<file path="config.mk">
export PLATFORM = sky130hd
export DESIGN_NAME = tdm_demux_12
export DESIGN_NICKNAME = d
export VERILOG_FILES = /design/src/rtl/tdm_pkg.sv /design/src/rtl/deser_shift.sv /design/src/rtl/tdm_demux_12.sv
export SDC_FILE = /design/constraint.sdc
export NUM_CORES = 1
export LEC_CHECK = 0
export ABC_AREA = 1
export BUFFER_PORTS_ARGS = -buffer_cell sky130_fd_sc_hd__buf_2
export CORE_ASPECT_RATIO = 2
export CORE_MARGIN = 8
export CORE_UTILIZATION = 51
export DETAILED_ROUTE_END_ITERATION = 10
export PLACE_DENSITY_LB_ADDON = 0.15
export SETUP_SLACK_MARGIN = 0.02
export SYNTH_ARGS = -nofsm -noshare
export SYNTH_HDL_FRONTEND = slang
export SYNTH_SLANG_ARGS = --single-unit
</file>
<file path="constraint.sdc">
create_clock -name clk -period 1.4 [get_ports clk]
set_input_delay 0.14 -clock clk [delete_from_list [all_inputs] [get_ports clk]]
set_output_delay 0.14 -clock clk [all_outputs]
set_load 0.05 [all_outputs]
</file>
<file path="src/rtl/tdm_pkg.sv">
// Shared definitions for the TDM demultiplexer: FSM state encoding and
// slot-counter sizing.
package tdm_pkg;

  typedef enum logic {
    ST_HUNT = 1'b0,
    ST_RUN  = 1'b1
  } state_t;

  function automatic int cnt_width(input int width);
    return $clog2(2 * width);
  endfunction

endpackage

</file>
<file path="src/rtl/deser_shift.sv">
// MSB-first left-shift deserializer with enable; one instance per channel.
module deser_shift #(
  parameter int WIDTH = 8
) (
  input  logic             clk,
  input  logic             rst,
  input  logic             en,
  input  logic             din,
  output logic [WIDTH-1:0] q
);

  always_ff @(posedge clk or posedge rst) begin
    if (rst)     q <= '0;
    else if (en) q <= {q[WIDTH-2:0], din};
  end

endmodule

</file>
<file path="src/rtl/tdm_demux_12.sv">
// Two-channel TDM receiver: locks onto sync, deserializes even slots into A
// and odd slots into B, and strobes valid per frame or err on framing loss.
//
// state   | meaning
// ST_HUNT | waiting for sync; din ignored
// ST_RUN  | locked; cnt is the slot expected this cycle (0 = needs sync)
module tdm_demux_12
  import tdm_pkg::*;
#(
  parameter int WIDTH = 8
) (
  input  logic             clk,
  input  logic             rst,
  input  logic             din,
  input  logic             sync,
  output logic [WIDTH-1:0] ya,
  output logic [WIDTH-1:0] yb,
  output logic             valid,
  output logic             err
);

  localparam int CW = cnt_width(WIDTH);
  localparam logic [CW-1:0] LAST = CW'(2 * WIDTH - 1);

  state_t          state, state_nxt;
  logic [CW-1:0]   cnt, cnt_nxt;
  logic            en_a, en_b, load, err_nxt;
  logic [WIDTH-1:0] a_q, b_q;

  always_comb begin
    state_nxt = state;
    cnt_nxt   = cnt;
    en_a      = 1'b0;
    en_b      = 1'b0;
    load      = 1'b0;
    err_nxt   = 1'b0;
    case (state)
      ST_HUNT: begin
        if (sync) begin
          en_a      = 1'b1;
          cnt_nxt   = CW'(1);
          state_nxt = ST_RUN;
        end
      end
      ST_RUN: begin
        // A sync always restarts the frame; it is only an error off slot 0.
        if (sync) begin
          en_a    = 1'b1;
          cnt_nxt = CW'(1);
          err_nxt = (cnt != '0);
        end else if (cnt == '0) begin
          err_nxt   = 1'b1;
          state_nxt = ST_HUNT;
        end else begin
          en_a = ~cnt[0];
          en_b = cnt[0];
          if (cnt == LAST) begin
            load    = 1'b1;
            cnt_nxt = '0;
          end else begin
            cnt_nxt = cnt + 1'b1;
          end
        end
      end
    endcase
  end

  always_ff @(posedge clk or posedge rst) begin
    if (rst) begin
      state <= ST_HUNT;
      cnt   <= '0;
    end else begin
      state <= state_nxt;
      cnt   <= cnt_nxt;
    end
  end

  // A full frame needs no explicit clear: W shifts per channel flush old bits.
  deser_shift #(.WIDTH(WIDTH)) u_shift_a (
    .clk (clk),
    .rst (rst),
    .en  (en_a),
    .din (din),
    .q   (a_q)
  );

  deser_shift #(.WIDTH(WIDTH)) u_shift_b (
    .clk (clk),
    .rst (rst),
    .en  (en_b),
    .din (din),
    .q   (b_q)
  );

  always_ff @(posedge clk or posedge rst) begin
    if (rst) begin
      ya    <= '0;
      yb    <= '0;
      valid <= 1'b0;
      err   <= 1'b0;
    end else begin
      // B's last bit arrives this cycle, so it is merged ahead of the shifter.
      if (load) begin
        ya <= a_q;
        yb <= {b_q[WIDTH-2:0], din};
      end
      valid <= load;
      err   <= err_nxt;
    end
  end

endmodule

</file>
==> impl_metrics.toml, run 1 <==
[critical_path]
cp-start-kind = "flop"
worstSetupPathType = "reg2reg"
critPathArrivalTime_ps = 1510
worstRegToRegCells = 6
critPathCaptureType = "flop"
critPathMaxFanout = 11
cp.required_ps = 1590

[grt]
grt_pass1_wl_um = 6130
overflow = 0
grt_usage_pct = 13.6
use_met3_pct = 5.24
grt_max_degree = 29
grt_util_met1_pct = 13.5
antenna_found_initial = 0
grt_util_met2_pct = 23.1
grt-busiest-layer = "met2"
grt_pass1_vias = 1405

[sta]
finalSetupViolCount = 0
fmax_ghz = 0.754
post-route-period-util_pct = 94.7
timing.hold.ws_ps = 121
maxSlewViolCount = 0
fin_worst_skew_ps = 6.32
fin_ws_ps = 73.6
finalHoldViolCount = 0
fin_crit_ps = 1330
grt_setup_unrepaired = "yes"
relSlewSlack_pct = 68.2
worstMarginPinSlew_ps = 476
tns_ps = 0

[placement]
place_ws_ps = -7.70
dp_cells = 237
io_buffers = 21
gp_congestion = 0.800
place_area_mm2 = 0.00188
dp_hpwl_um = 2450

[clock_tree]
clockBufferDepth = 2
clkTransAtPathRegs_ps = 70
cts-htree-levels = 2
clk_latency_ps = 290
cts-buffers-inserted = 5
clock-sinks = 38
cts_root_buffer = "clkbuf_8"
cts_tree = "done"

[yosys]
yosysTopAreaCellShare_pct = 56.0
synth_area_leaders = "dfrtp_1, nand2_1, nand4_1"
syn_area_per_cell_um2 = 9.34
synth_area_leader_cell = "dfrtp_1"
synth_nets = 189
yosysWarnings = 0
netlist_area_mm2 = 0.00170
ys_seq_elements = 38
synth_cell_types = 25
syn_inst = 182
seq_area_frac_synth_pct = 56.0

[route]
ant_nets = 0
via_per_inst = 5.26
dr.first_iter.drc_count = 25
wirelength_um = 3530
drc_errors = 0
drt-pass1-iter-count = 4
wl_per_cell_um = 14.1
routed-via-count = 1316

[die]
die_y_um = 97.6
dieArea_mm2 = 0.00555
fp.dieW_um = 56.8
num_io_pins = 22
core_area_mm2 = 0.00319
start_util_pct = 53.2
num_rows = 29

[final_layout]
fin_nets = 225
area_delta_synth_final_pct = 22.3
finalNonFillerCells = 250
final_cell_area_mm2 = 0.00208
utilization_pct = 65.1
antenna_cells = 0
drive_above_1_share_pct = 27.4
fill_cells = 274

[run]
maxCapViolCount = 0

[power_and_ir_drop]
powerDensity_mw_per_mm2 = 1760
peakVddDrop_mv = 1.02
p_total_mw = 3.67
leakagePower_nw = 1.18

[outcome]
outcome = "finished clean"

[min_path]
whs_path_depth = 3
min_path_type = "in2reg"
## timing repair
item	4_1_cts	5_1_grt
setup buffers	0	3
cloned	1	0
hold buffers	1	0
hold endpoints to repair	10	0
endpoints found under the setup margin	3	36
pin swaps	1	3
resized for setup	0	12
## routing by layer
layer | up-vias | share of wire [%]
met3 | 10 | 5.1
li1 | 654 | -
met4 | 0 | 2.7
met2 | 24 | 52
met5 | - | 0
met1 | 628 | 40
## where the power goes
group          leakage, nW  internal (mW)  switching [mW]
registers            0.505           1.34           0.212
logic                0.615          0.465           0.724
clock network       0.0579          0.524           0.396
## path summary, 6_finish.rpt
check / from / end / slack [ps]
worst min-delay path: din / yb[0] / 120
max in group asynchronous: rst / ya[7] / 490
min in group asynchronous: rst / yb[6] / 400
worst max-delay path: cnt[0] / cnt[0] / 70
worst max register to register: cnt[0] / cnt[0] / 70
worst min register to register: ya[1] / ya[1] / 470
## cell usage after synthesis
master	number
nand2_4	1
buf_12	1
ha_1	3
nor2_8	1
nand3_2	2
nand3_1	5
a21oi_1	2
nand3_4	1
nand4_1	10
o21ai_0	11
dfrtp_1	38
a21oi_2	3
buf_2	1
nor2_2	1
inv_1	13
nor2_1	8
nand2_2	1
nand2_1	68
o21ai_2	4
inv_2	1
buf_6	2
clkbuf_2	1
o21ai_1	2
nor2_4	1
clkbuf_1	1
## worst max-delay path: stages (launching register included)
cell and delay, ps:
dfrtp_1 420, ha_2 240, nand3_4 150, nor2_8 230
nor2_1 70, nand2_1 70, nand2_1 50
## layout make-up
cell class / instances / area [um2] / share of cell area [%]
multi-input cells: 125 / 681 / 32.8
well taps: 31 / 38.8 / 1.87
repair buffers: 34 / 246 / 11.9
clock buffers: 5 / 68.8 / 3.31
clock inverters: 3 / 40.0 / 1.93
inverters: 14 / 52.6 / 2.53
flip-flops and latches: 38 / 951 / 45.8
## cell families after synthesis
group	share of synthesized area (%)
buffers and inverters	6.41
adders and majority gates	2.21
DFF	56.0
AOI/OAI and AO/OA	8.03
and+or+nand+nor	27.4
## flip-flops by register name, indices dropped and copies added (netlist names)
signal	count
valid	1
state	1
yb	8
u_shift_a.q	8
u_shift_b.q	7
cnt	4
err	1
ya	8
## layout by cell type, fill, tap and decap left out
master | synthesis | routed
buf_6 | 2 | 1
nor2_4 | 1 | 3
a21oi_2 | 3 | 3
nand2_1 | 68 | 68
inv_2 | 1 | 1
ha_1 | 3 | 1
buf_4 | 0 | 8
buf_2 | 1 | 21
nand4_1 | 10 | 10
buf_12 | 1 | 3
inv_1 | 13 | 13
ha_2 | 0 | 2
bufinv_16 | 0 | 1
o21ai_2 | 4 | 4
nor2_1 | 8 | 8
nor2_8 | 1 | 1
nand3_4 | 1 | 3
nand3_1 | 5 | 5
o21ai_0 | 11 | 6
o21ai_1 | 2 | 7
nand2_4 | 1 | 2
a21oi_1 | 2 | 2
clkbuf_8 | 0 | 5
dfrtp_1 | 38 | 38
clkinv_2 | 0 | 2
dlygate4sd3_1 | 0 | 1
Power figures use the tool's default switching activity.
==> run 2: changes to the inputs <==
CORE_MARGIN = not set   (was 8)
CORE_UTILIZATION = 52   (was 51)
CTS_BUF_LIST = sky130_fd_sc_hd__clkbuf_4 sky130_fd_sc_hd__clkbuf_8   (was not set)
==> impl_metrics.toml, run 2 (synthesis gave the netlist of run 1 again) <==
[grt]
antenna_found_initial = 0
grt_usage_pct = 21.4
grt_pass1_wl_um = 5760
grt_max_degree = 39
overflow = 0
grt_pass1_vias = 1276

[critical_path]
critPathArrivalTime_ps = 1490
cp-start-kind = "flop"
crit_cells = 8
crit_buf_inv = 2
rr_startpoint = "cnt[1]"
critPathCaptureType = "flop"
worstPathCellList = "inv_1 -> ha_4 -> nand2_4 -> buf_4 -> nand2_1 -> nand2_1 -> nand2_1 -> nand2_1"
cp_top_family = "flip-flops"
regToRegSetupSlack_ps = 70
critPathMaxFanout = 5
worstSetupPathType = "reg2reg"
r2r-end = "cnt[0]"
critPathSlowestCell = "dfrtp_1"
cp_slowest_stage_delay_ps = 440
crit_top_cell = "nand2_1"
cp.required_ps = 1570
worstRegToRegCells = 8

[placement]
io_buffers = 21
dp_cells = 238
place_area_mm2 = 0.00187
dp_hpwl_um = 2330
gp_congestion = 0.831

[sta]
relSlewSlack_pct = 69.6
maxSlewViolCount = 0
finalHoldViolCount = 0
post-route-period-util_pct = 94.9
worstMarginPinSlew_ps = 457
timing.hold.ws_ps = 116
grt_setup_unrepaired = "yes"
fmax_ghz = 0.753
finalSetupViolCount = 0
fin_crit_ps = 1330
fin_worst_skew_ps = 2.52

[power_and_ir_drop]
leakagePower_nw = 1.16
powerDensity_mw_per_mm2 = 1720
peakVddDrop_mv = 1.19
switchingPower_mw = 1.32
p_sw_share_pct = 37.7
intPower_mw = 2.19
clkPwrFrac_pct = 20.5
comb_power_share_pct = 34.6
p_seq_share_pct = 45.0

[final_layout]
fin_nets = 225
finalNonFillerCells = 248
area_delta_synth_final_pct = 20.5
final_common_cell = "nand2_1"
fill_cells = 264
final_cell_area_mm2 = 0.00205
multi_input_area_um2 = 692
utilization_pct = 64.8
antenna_cells = 0
reg_top3 = "u_shift_a.q: 8 flops, ya: 8 flops, yb: 8 flops"
drive_above_1_share_pct = 28.1
final_cell_mix = "nand2_1, dfrtp_1, buf_2, inv_1, buf_4"
seq_area_um2 = 952

[die]
num_rows = 29
core_area_mm2 = 0.00316
dieArea_mm2 = 0.00351
start_util_pct = 53.8
die_y_um = 82.8
num_io_pins = 22
fp.dieW_um = 42.4

[clock_tree]
clkTransAtPathRegs_ps = 70
clockBufferDepth = 2
clk_latency_ps = 280
cts_root_buffer = "clkbuf_8"
cts-htree-levels = 2
cts-buffers-inserted = 5
clock-sinks = 38
cts_tree = "done"

[route]
wirelength_um = 3360
ant_nets = 0
via_per_inst = 5.37
drc_errors = 0
wl_per_cell_um = 13.5
dr.first_iter.drc_count = 27
drt-pass1-iter-count = 4
routed-via-count = 1332

[min_path]
holdCritStartpoint = "din"
min_to = "yb[0]"
whs_path_depth = 3
min_path_type = "in2reg"

[outcome]
outcome = "finished clean"

[run]
maxCapViolCount = 0
==> run 2: power by group through the flow <==
stage               clock network (mW)  logic, mW  registers (mW)
global route                     0.775       1.37            1.61
finish                           0.719       1.22            1.58
global placement                     0      0.986            1.56
floorplan                            0      0.709            1.60
CTS                              0.746       1.06            1.56
detailed placement                   0       1.03            1.58
==> run 2: per-stage QoR <==
step / power, mW / setup TNS, ps / worst slack [ps]
after detailed placement: 2.61 / -138 / -22.0
after global placement: 2.55 / 0 / 20.3
after floorplan: 2.31 / 0 / 95.2
after global routing: 3.76 / 0 / 6.70
final: 3.51 / 0 / 71.8
after CTS: 3.37 / 0 / 32.0
==> run 2: area by class of cell <==
cell class / instances / area share [%]
inverter: 14 / 2.57
multi-input combinational: 124 / 33.8
clock buffer: 6 / 4.03
timing repair buffer: 35 / 11.2
tap: 31 / 1.89
sequential: 38 / 46.5
==> run 2: worst reg2reg max path: stages, from the launching register on <==
cell	delay [ps]
dfrtp_1	440
inv_1	120
ha_4	170
nand2_4	80
buf_4	150
nand2_1	50
nand2_1	50
nand2_1	90
nand2_1	70
==> run 2: worst max path at each step <==
stage,startpoint,slack (ps),endpoint
2_1_floorplan,cnt[0],100,err
3_3_place_gp,cnt[1],20,ya[3]
3_5_place_dp,cnt[1],-20,ya[1]
4_1_cts,cnt[0],30,u_shift_a.q[1]
5_1_grt,state,7,u_shift_a.q[4]
6_report,cnt[1],70,cnt[0]
==> run 2: metal layers <==
layer | up-vias | routed length, um | GRT usage (%)
met5 | - | 0 | 0
met4 | 0 | 50 | 10.5
met3 | 4 | 113 | 5.65
met2 | 33 | 1850 | 36.1
met1 | 633 | 1350 | 24.1
li1 | 662 | - | -
==> run 2: what timing repair did <==
item / CTS / global route
gates resized for setup: 2 / 12
endpoints found under the hold margin: 38 / 0
hold buffers: 1 / 0
setup endpoints to repair: 18 / 28
setup buffers: 1 / 2
